--- src/rtl/win_readout.sv ---
// Capture-window reader: walks the circular sample RAM from the window start
// and returns one sample per accepted host read strobe.
module win_readout #(
   parameter int unsigned ADDR_W = 10,
   parameter int unsigned DATA_W = 8
) (
   input  logic              CLK,
   input  logic              nRESET,
   input  logic              Start_Read,
   input  logic              Write_Ready,
   input  logic [ADDR_W-1:0] WR_PTR,
   input  logic [ADDR_W:0]   WIN_LEN,
   input  logic              RD_STB,
   input  logic [DATA_W-1:0] MEM_Q,
   output logic [ADDR_W-1:0] MEM_ADDR,
   output logic              MEM_RD,
   output logic [DATA_W-1:0] DATA_OUT,
   output logic              DATA_VALID,
   output logic              Read_Done,
   output logic              BUSY
);

   typedef enum logic [2:0] {StIdle, StArmed, StFetch, StCapt, StDone} state_e;

   localparam logic [ADDR_W:0] DepthLen = {1'b1, {ADDR_W{1'b0}}};

   state_e              state_q, state_d;
   logic [ADDR_W-1:0]   rd_ptr_q, rd_ptr_d;
   logic [ADDR_W:0]     remaining_q, remaining_d;
   logic [ADDR_W-1:0]   mem_addr_q, mem_addr_d;
   logic [DATA_W-1:0]   data_out_q, data_out_d;
   logic                data_valid_q, data_valid_d;
   logic [ADDR_W:0]     win_clamp;

   // A full-buffer window has zero low bits, so the start lands on WR_PTR.
   assign win_clamp = (WIN_LEN > DepthLen) ? DepthLen : WIN_LEN;

   always_comb begin
      state_d      = state_q;
      rd_ptr_d     = rd_ptr_q;
      remaining_d  = remaining_q;
      mem_addr_d   = mem_addr_q;
      data_out_d   = data_out_q;
      data_valid_d = 1'b0;

      if (!Start_Read) begin
         state_d = StIdle;
      end else begin
         unique case (state_q)
            StIdle: begin
               if (Write_Ready) begin
                  rd_ptr_d    = WR_PTR - win_clamp[ADDR_W-1:0];
                  remaining_d = win_clamp;
                  state_d     = (win_clamp == '0) ? StDone : StArmed;
               end
            end
            StArmed: begin
               if (RD_STB) begin
                  mem_addr_d = rd_ptr_q;
                  state_d    = StFetch;
               end
            end
            StFetch: begin
               state_d = StCapt;
            end
            StCapt: begin
               data_out_d   = MEM_Q;
               data_valid_d = 1'b1;
               rd_ptr_d     = rd_ptr_q + ADDR_W'(1);
               remaining_d  = remaining_q - (ADDR_W + 1)'(1);
               state_d      = (remaining_q == (ADDR_W + 1)'(1)) ? StDone : StArmed;
            end
            StDone: begin
               state_d = StDone;
            end
            default: begin
               state_d = StIdle;
            end
         endcase
      end
   end

   always_ff @(posedge CLK or negedge nRESET) begin
      if (!nRESET) begin
         state_q      <= StIdle;
         rd_ptr_q     <= '0;
         remaining_q  <= '0;
         mem_addr_q   <= '0;
         data_out_q   <= '0;
         data_valid_q <= 1'b0;
      end else begin
         state_q      <= state_d;
         rd_ptr_q     <= rd_ptr_d;
         remaining_q  <= remaining_d;
         mem_addr_q   <= mem_addr_d;
         data_out_q   <= data_out_d;
         data_valid_q <= data_valid_d;
      end
   end

   assign MEM_ADDR   = mem_addr_q;
   assign MEM_RD     = (state_q == StFetch);
   assign DATA_OUT   = data_out_q;
   assign DATA_VALID = data_valid_q;
   assign Read_Done  = (state_q == StDone);
   assign BUSY       = (state_q == StArmed) || (state_q == StFetch) || (state_q == StCapt);

endmodule
--- config.mk ---
export PLATFORM = sky130hd
export DESIGN_NAME = win_readout
export DESIGN_NICKNAME = d
export VERILOG_FILES = /design/src/rtl/win_readout.sv
export SDC_FILE = /design/constraint.sdc
export NUM_CORES = 1
export LEC_CHECK = 0
export CAP_MARGIN = 20
export CORE_MARGIN = 1
export CORE_UTILIZATION = 55
export CTS_CLUSTER_SIZE = 14
export DETAILED_ROUTE_END_ITERATION = 7
export PLACE_DENSITY = 0.85
export SETUP_SLACK_MARGIN = 0.2
export SLEW_MARGIN = 15
export SYNTH_ARGS = -nofsm -noshare
export SYNTH_HDL_FRONTEND = slang
export SYNTH_SLANG_ARGS = --single-unit
--- constraint.sdc ---
create_clock -name CLK -period 3.4 [get_ports CLK]
set_input_delay 0.34 -clock CLK [delete_from_list [all_inputs] [get_ports CLK]]
set_output_delay 0.34 -clock CLK [all_outputs]
set_load 0.05 [all_outputs]
==> results of run 1 <==
==> cell usage in the layout, fill, tap and decap left out, types with 3 or more instances in the layout <==
cell type / instances
mux2_2: 10
nor4_1: 4
nand4_1: 5
ha_1: 12
nor3_1: 9
nand3_1: 9
o21ai_1: 4
nor2_1: 30
nand2_1: 38
a211oi_1: 3
a21oi_1: 22
nor2b_1: 8
o31ai_1: 3
nand2b_1: 9
dfrtp_1: 43
xnor2_1: 4
clkbuf_8: 5
a31oi_1: 9
clkdlybuf4s50_1: 54
o21a_1: 5
o21ai_0: 20
o22ai_1: 5
clkinv_2: 3
inv_1: 11
a21o_1: 4
==> final timing paths <==
kind	end	slack [ps]	cells past startpoint	from
worst max-delay path	rd_ptr_q[6]	870	8	WIN_LEN[10]
worst min-delay path	DATA_OUT[4]	200	1	nRESET
worst max register to register	rd_ptr_q[6]	1240	5	state_q[1]
worst min register to register	DATA_OUT[4]	480	2	DATA_OUT[4]
max in group asynchronous	rd_ptr_q[5]	2610	1	nRESET
min in group CLK	DATA_OUT[4]	480	2	DATA_OUT[4]
==> power groups by stage <==
stage               Clock, uW  Sequential, uW  Combinational (uW)
CTS                       308             955                1280
floorplan                   0            1280                 571
detailed placement          0             965                1280
global placement            0             952                1260
global route              332             998                1380
finish                    304             957                1280
==> layout make-up <==
class                      count  area, um2  area share (%)
timing repair buffer          56      553.0           16.35
sequential                    43       1076           31.82
inverter                      11      41.29           1.221
tap                           67      83.83           2.479
multi-input combinational    247       1544           45.65
clock buffer                   5      68.82           2.035
clock inverter                 3      15.01          0.4440
==> synthesized netlist by cell type (2+ instances only) <==
cell type and n:
a22oi_1 2, o22ai_1 5, and3_1 2, and4_1 2, nor2b_1 8, nor3_1 9
and2_1 2, o21ai_0 20, xnor2_1 4, mux2_2 10, nand2b_1 9, dfrtp_1 43
nor4_1 4, inv_1 11, a211oi_1 3, buf_6 4, nand2_1 38, ha_1 12
a31oi_1 9, clkbuf_1 7, o22a_1 2, nor2_1 30, o21a_1 5, a32oi_1 2
a21oi_1 22, buf_2 5, o21ai_1 4, a21o_1 4, o31ai_1 3, o2111ai_1 2
nand4_1 5, nand3_1 9
==> cells by family after synthesis <==
logic type / count (synthesis) / synth area share (%)
simple gates: 128 / 23.46
buf+inv: 27 / 4.991
compound gates: 90 / 20.33
fa+ha+maj: 13 / 6.170
mux: 11 / 4.447
flops: 43 / 39.02
xor+xnor: 5 / 1.588
==> routing by layer <==
layer | GRT usage, % | up-vias | share of wire [%]
li1 | - | 1245 | -
met1 | 34.29 | 1178 | 46
met2 | 40.08 | 94 | 47
met3 | 4.006 | 8 | 6.2
met4 | 6.972 | 0 | 1.1
met5 | 0 | - | 0
==> state kept, by name (all words and copies together), names as in the netlist <==
| signal | count |
|---|---|
| MEM_ADDR | 10 |
| remaining_q | 11 |
| DATA_VALID | 1 |
| state_q | 3 |
| DATA_OUT | 8 |
| rd_ptr_q | 10 |
==> stage by stage <==
step | setup WS [ps] | util [%] | hold WS [ps] | power (uW)
2_1_floorplan | 1264 | - | 44.41 | 1849
3_3_place_gp | 687.5 | 68.92 | 455.5 | 2208
3_5_place_dp | 589.4 | 68.92 | 462.0 | 2248
4_1_cts | 883.1 | 70.67 | 225.4 | 2548
5_1_grt | 695.1 | 70.67 | 278.2 | 2715
6_report | 867.1 | 70.67 | 197.3 | 2546
==> worst max-delay path, delay by kind of cell <==
family / cells / cell delay [ps]
and+or+nand+nor: 3 / 730
adders and majority gates: 1 / 340
buffers and inverters: 1 / 570
AOI/OAI and AO/OA: 3 / 720
==> results.md, run 1 <==
* Post-synth ARST share at 100.0%
* Cells after synthesis at 317
* Synth Warn # at 0
* Clock root buffer: clkbuf_8
* Skew final at 3.699 ps
* DRC at 0
* Outcome: complete, no violations
* Peak supply drop at 385.5 uV
* Post-synth EDFFs at 0
* GPL Wtd Cong at 0.9664
* Ant diodes at 0
* Final period utilization at 74.50%
* PD cells at 752.7 nW/um2
* Total core area at 4786 um2
* Cell area after layout at 3382 um2
* Largest net degree at the start of global routing at 44
* CTS buffer count at 5
* First-pass iteration count of the detailed router at 4
* GRT Util Overall at 24.70%
* Worst Path Arrival at 2700 ps
* Synth top area cells: dfrtp_1 39%, ha_1 5.4%, nand2_1 5.2%, mux2_2 4.1%, nor2_1 4.1%
* Post-cts resize count at 0
* Clock buffer depth at 2
* First-pass GRT wire length at 10,190 um
* Worst-path clk slew at 80 ps
* Slew @ Worst Pin at 1096 ps
* Sequential area share after synthesis at 39.02%
* Max Fclk at 0.3948 GHz
* Routed len/inst at 14.25 um
* Cell internal pwr at 1367 uW
* Unique masters post-synth at 52
* Avg Vias per Cell at 5.845
* WS Path Type: in2reg
* Worst path cell trace: clkdlybuf4s50_1, nand2b_1, ha_1, nor2b_1, o31ai_1, a21boi_0, or3_1, a31o_1
* Std-Cell Rows at 25
* Avg Cell Area, Syn at 8.699 um2
* Post-synth top area share at 39.02%
* Initial Util at 57.62%
* Port-buffer cells at 55
* DIE WIDTH at 72.81 um
* Worst skew pair latency at 280 ps
* RSZ-0062 raised after global routing: false
* Area Growth Syn to Fin at 22.64%
* Leakage power total at 0.001439 uW
* Placed Area at 3298 um2
* Slowest-stage cell, CP: clkdlybuf4s50_1
* TNS Setup at 0 ps
* Fin crit period at 2533 ps
* Synthesized area at 2758 um2
* Fraction of layout cells with a size suffix above 1 at 6.849%
* Initial antenna violation count at 0
* Final-stage net count at 411
* Slew margin rel. at 26.96%
* Slew Limit Fails at 0
* CP Launch Type: primary input
* Syn nets at 364
* H-Tree Depth at 2
* # IOs at 56
* Max FO, Critical Path at 13
* Crit. End Element: flop
* Clock share of power at 11.9%
* Cells after DPL at 424
* Sw Pwr at 1179 uW
* HP Class: in2async
* Dominant register cell in the synthesized netlist: dfrtp_1
* #FFs+latches synth at 43
* Fin. Hold Viols at 0
* Fin cells at 432
* Final WL at 6157 um
* DRT iter0 DRCs at 232
* Register share of total power at 37.6%
* Switching share of power at 46.31%
* Chip height at 72.81 um
* Vias in the first global route at 2,251
* Detail Route Antenna Nets at 0
* Fill count at 407
* Die Footprint at 5301 um2
* Worst Path Required at 3570 ps
* Via count at 2,525
* Global route overflow at 0
* Largest area contributor in the synthesized netlist: dfrtp_1
* Logic gate share of total power at 50.5%
* Crit-path max cell delay at 570 ps
* Post-CTS setup buffer count at 0
* CTS tree: yes
* Detailed Place HPWL at 4645 um
* Final setup viols at 0
* Hold buffers post-CTS at 0
* Num Clock Sinks at 43
* Max-cap violations at 0
No activity file was read; power rests on OpenSTA's default activity.
==> inputs of run 2 (changes only) <==
--- a/config.mk
+++ b/config.mk
@@ -7,10 +7,10 @@
 export LEC_CHECK = 0
 export CAP_MARGIN = 20
 export CORE_MARGIN = 1
-export CORE_UTILIZATION = 55
+export CORE_UTILIZATION = 52
 export CTS_CLUSTER_SIZE = 14
 export DETAILED_ROUTE_END_ITERATION = 7
-export PLACE_DENSITY = 0.85
+export PLACE_DENSITY = 0.81
 export SETUP_SLACK_MARGIN = 0.2
 export SLEW_MARGIN = 15
 export SYNTH_ARGS = -nofsm -noshare
==> constraint.sdc (replaced) <==
create_clock -name CLK -period 2.57 [get_ports CLK]
set_input_delay 0.257 -clock CLK [delete_from_list [all_inputs] [get_ports CLK]]
set_output_delay 0.257 -clock CLK [all_outputs]
set_load 0.05 [all_outputs]
==> run 2 against run 1 <==
  * Sequential share of layout area down 0.85 points
  * Power up 39%
  * Global-route usage down 0.70 points
  * Via count down 0.51%
  * Non-clock buffer count up 7
  * Clock skew about the same
  * Critical path depth down 5
  * Largest power group unchanged
==> results.md, run 2 (synthesized netlist as in run 1, its figures left out) <==
* Detailed Place HPWL at 4800 um
* Fin cells at 442
* Dpl ws at 52.38 ps
* Logic gate share of total power at 48.5%
* Crit-path max cell delay at 810 ps
* Final WL at 6399 um
* Peak supply drop at 590.3 uV
* Worst skew pair latency at 300 ps
* Fraction of layout cells with a size suffix above 1 at 8.602%
* # IOs at 56
* Ant diodes at 0
* WS Path Type: reg2out
* CTS buffer count at 5
* Slew Limit Fails at 0
* Global route overflow at 0
* Clock root buffer: clkbuf_8
* Crit. End Element: output port
* Final-stage net count at 418
* GPL Wtd Cong at 0.8871
* Initial Util at 53.99%
* Total power at 3545 uW
* Cells after DPL at 434
* Leakage power total at 0.001503 uW
* Std-Cell Rows at 26
* Max FO, Critical Path at 11
* RSZ-0062 raised after global routing: false
* Max reg flops at 11
* Chip height at 74.82 um
* Top reg by flops: remaining_q
* DRC at 0
* Register share of total power at 35.9%
* Slowest-stage cell, CP: clkdlybuf4s50_1
* PD cells at 1020 nW/um2
* Setup WS post-layout at 365.7 ps
* Most frequent cells in the layout: 53 x clkdlybuf4s50_1, 43 x dfrtp_1, 38 x nand2_1
* WHS at 90.10 ps
* Final setup viols at 0
* Detail Route Antenna Nets at 0
* First-pass iteration count of the detailed router at 4
* Vias in the first global route at 2,223
* Max Fclk at 0.4537 GHz
* Slew margin rel. at 37.92%
* Total core area at 5107 um2
* DRT iter0 DRCs at 187
* Skew final at 4.105 ps
* Initial antenna violation count at 0
* Slew @ Worst Pin at 931.2 ps
* Largest net degree at the start of global routing at 44
* Worst Path Arrival at 1950 ps
* Sw Pwr at 1598 uW
* Final period utilization at 85.77%
* Routed len/inst at 14.48 um
* Area Growth Syn to Fin at 26.00%
* Outcome: complete, no violations
* DIE WIDTH at 74.82 um
* Fin. Hold Viols at 0
* Max-cap violations at 0
* Die Footprint at 5598 um2
* Port-buffer cells at 55
* Cell internal pwr at 1947 uW
* Clock share of power at 15.6%
* First-pass GRT wire length at 10,130 um
* Worst-path clk slew at 80 ps
* Via count at 2,512
* Hold buffers post-CTS at 0
* HP Class: in2async
* CTS tree: yes
* Worst Path Required at 2310 ps
* Most common cell after layout, fill and taps aside: clkdlybuf4s50_1
* Worst path cell trace: nor2_1, and2_1, clkdlybuf4s50_1
* H-Tree Depth at 2
* Switching share of power at 45.08%
* Fin crit period at 2204 ps
* CP Launch Type: flop
* Num Clock Sinks at 43
* GRT Util Overall at 24.00%
* Clock buffer depth at 2
* Avg Vias per Cell at 5.683
* TNS Setup at 0 ps
## run 2: cell count changes in the layout (fill, tap and decap cells not counted)
cell,change
dlymetal6s2s_1,+1
bufinv_16,+1
clkbuf_8,+1
clkdlybuf4s50_1,-1
clkinv_2,-2
buf_4,+7
## run 2: metal layers
layer  wire length (um)  track usage (%)  vias to the layer above
met2               2964            38.34                       88
met5                  0                0                        -
li1                   -                -                     1256
met1               2968            32.51                     1159
met3                385            5.221                        9
met4                 81            7.966                        0
## run 2: per-stage QoR
stage | area (um2) | util (%)
floorplan | 2758 | -
global placement | 3354 | 65.68
detailed placement | 3354 | 65.68
CTS | 3472 | 67.98
global route | 3475 | 68.03
finish | 3475 | 68.03
## run 2: power by group through the flow
stage	clock [uW]	combinational, uW	sequential (uW)
floorplan	0	756	1690
global placement	0	1680	1260
detailed placement	0	1720	1280
CTS	555	1720	1270
global route	580	1860	1320
finish	552	1720	1270
## run 2: area by class of cell
| cell class | instances | area (um2) |
|---|---|---|
| Clock inverter | 2 | 35.03 |
| Sequential cell | 43 | 1076 |
| Tap cell | 70 | 87.58 |
| Fill cell | 429 | 1633 |
| Timing Repair Buffer | 63 | 608.1 |
| Inverter | 11 | 41.29 |
| Multi-Input combinational cell | 247 | 1544 |
| Clock buffer | 6 | 82.58 |
## run 2: final timing paths
| check | from | endpoint | slack, ps | depth (start not counted) |
|---|---|---|---|---|
| min reg2reg | DATA_OUT[7] | DATA_OUT[7] | 480 | 2 |
| max | state_q[0] | Read_Done | 370 | 3 |
| max in group asynchronous | nRESET | remaining_q[3] | 1900 | 1 |
| min | nRESET | DATA_OUT[5] | 90 | 1 |
| max reg2reg | state_q[0] | remaining_q[2] | 560 | 5 |
| min in group CLK | DATA_OUT[7] | DATA_OUT[7] | 480 | 2 |
## run 2: worst max-delay path, delay by kind of cell (launching register included)
kind                   cells  cell delay [ps]
buffers and inverters      1              810
DFF                        1              480
and+or+nand+nor            2              360
## run 2: repair_timing
| item | 4_1_cts | 5_1_grt |
|---|---|---|
| setup endpoints to repair | 0 | 1 |
| setup buffers | 0 | 0 |
| gates resized for setup | 0 | 1 |
==> inputs of run 3 (changes only) <==
--- a/config.mk
+++ b/config.mk
@@ -10,6 +10,7 @@
 export CORE_UTILIZATION = 52
 export CTS_CLUSTER_SIZE = 14
 export DETAILED_ROUTE_END_ITERATION = 7
+export GPL_TIMING_DRIVEN = 0
 export PLACE_DENSITY = 0.81
 export SETUP_SLACK_MARGIN = 0.2
 export SLEW_MARGIN = 15
==> run 3 against run 2 <==
  * Die area unchanged
  * First-iteration DRC count down 7.0%
  * Clock skew up 7.3 ps
  * Power up 3.8%
  * Sequential share of layout area down 1.3 points
  * Hold slack better by 280 ps
  * Maximum frequency down 0.57%
  * Combinational power up 6%
  * Count of clock-buffer cells in the layout unchanged
  * Sequential power about the same
  * Critical path type unchanged
  * Largest cell class unchanged
==> results.md, run 3 (synthesized netlist as in run 1, its figures left out) <==
* PD cells at 1015 nW/um2
* First-pass GRT wire length at 11,310 um
* WHS at 367.8 ps
* Fraction of layout cells with a size suffix above 1 at 11.17%
* Detailed Place HPWL at 5215 um
* Final period utilization at 86.26%
* Global route overflow at 0
* H-Tree Depth at 2
* First-pass iteration count of the detailed router at 4
* Initial antenna violation count at 0
* Fin crit period at 2217 ps
* Skew final at 11.42 ps
* DRC at 0
* Detail Route Antenna Nets at 0
* Max-cap violations at 0
* Leakage power total at 0.001567 uW
* Slew Limit Fails at 0
* R2r setup slk at 530 ps
* Area Growth Syn to Fin at 31.49%
* Worst Path Arrival at 1960 ps
* Slew @ Worst Pin at 573.4 ps
* Num Clock Sinks at 43
* Final setup viols at 0
* TNS Setup at 0 ps
* DIE WIDTH at 74.82 um
* Vias in the first global route at 2,507
* Final WL at 6899 um
* Largest net degree at the start of global routing at 33
* Max Fclk at 0.4511 GHz
* Worst setup path start: state_q[0]
* Die Footprint at 5598 um2
* Most common cell after layout, fill and taps aside: clkdlybuf4s50_1
* Fin cells at 455
* GPL Wtd Cong at 0.9252
* WS Path Type: reg2out
* Most frequent cells in the layout: 52 x clkdlybuf4s50_1, 43 x dfrtp_1, 38 x nand2_1
* Final Util at 70.99%
* Clock root buffer: clkbuf_8
* Fill count at 401
* Via count at 2,583
* End of the critical path: Read_Done
* R2r startpoint: state_q[1]
* Worst Path Required at 2310 ps
* Max FO, Critical Path at 10
* Setup WS post-layout at 353.2 ps
* Fin. Hold Viols at 0
* Slew margin rel. at 61.78%
* CP Launch Type: flop
* RSZ-0062 raised after global routing: false
* Dpl ws at -317.7 ps
* Chip height at 74.82 um
* CTS buffer count at 5
* Final-stage net count at 431
* Ant diodes at 0
* Port-buffer cells at 55
* Worst skew pair latency at 300 ps
* CTS tree: yes
* Max reg flops at 11
* Std-Cell Rows at 26
* Outcome: complete, no violations
* Top reg by flops: remaining_q
* # IOs at 56
* Peak supply drop at 581.5 uV
* Clock buffer depth at 2
* R2r endpoint: rd_ptr_q[7]
* Routed len/inst at 15.16 um
* Avg Vias per Cell at 5.677
* DRT iter0 DRCs at 174
* Worst-path clk slew at 80 ps
* Initial Util at 53.99%
* Cells after DPL at 443
* Total core area at 5107 um2
* HP Class: in2async
* Worst R2R Path Depth at 5
* GRT Util Overall at 26.64%
* Crit. End Element: output port
run 3: cell count changes in the layout (fill, tap and decap cells not counted), sizes merged:
cell	before	now
clkinv	1	0
bufinv	1	2
dlymetal6s2s	1	2
dlygate4sd3	0	1
clkdlybuf4s50	53	52
clkbuf	6	12
buf	9	15
run 3: stage by stage:
stage | cell area (um2) | total power, uW
2_1_floorplan | 2758 | 2446
3_3_place_gp | 3396 | 2980
3_5_place_dp | 3411 | 3048
4_1_cts | 3575 | 3671
5_1_grt | 3626 | 3916
6_report | 3626 | 3681
run 3: worst max-delay path, cell delays in order, from the launching register on:
cell             delay [ps]
dfrtp_1                 380
buf_2                   180
nor2_1                  170
and2_1                  140
clkdlybuf4s50_1         790
run 3: layer usage:
layer  up-vias  global-route usage, %  share of wire (%)
li1       1284                      -                  -
met1      1206                  34.24                 44
met2        85                  45.65                 49
met3         8                  4.284                5.7
met4         0                  9.224                1.3
met5         -                      0                  0
run 3: what timing repair did:
item,CTS,global route
pin swaps,0,2
hold endpoints to repair,11,0
buffers inserted,0,3
endpoints found under the setup margin,3,4
gates resized for setup,4,10
hold buffers,1,0
cloned,0,0
run 3: worst min-delay path by stage:
stage                     slack (ps)           to  cells after the start
after global routing             410  DATA_OUT[5]                      2
after global placement           460  DATA_OUT[1]                      2
after detailed placement         150  DATA_OUT[3]                      1
final                            370  DATA_OUT[7]                      2
after floorplan                  -40  DATA_OUT[0]                      0
after CTS                        370  DATA_OUT[3]                      2
run 3: layout make-up:
type                    count  area [um2]  area share (%)
multi-input cells         247        1582           43.62
flip-flops and latches     43        1076           29.68
repair buffers             60       603.1           16.63
plain buffers              16       103.9           2.864
well taps                  70       87.58           2.415
clock buffers               6       72.57           2.001
clock inverters             2       60.06           1.656
inverters                  11       41.29           1.139
run 3: report_power, final:
group / switching, uW / internal [uW] / total [uW]
registers: 261 / 976 / 1240
clock network: 227 / 388 / 615
logic: 1130 / 695 / 1830
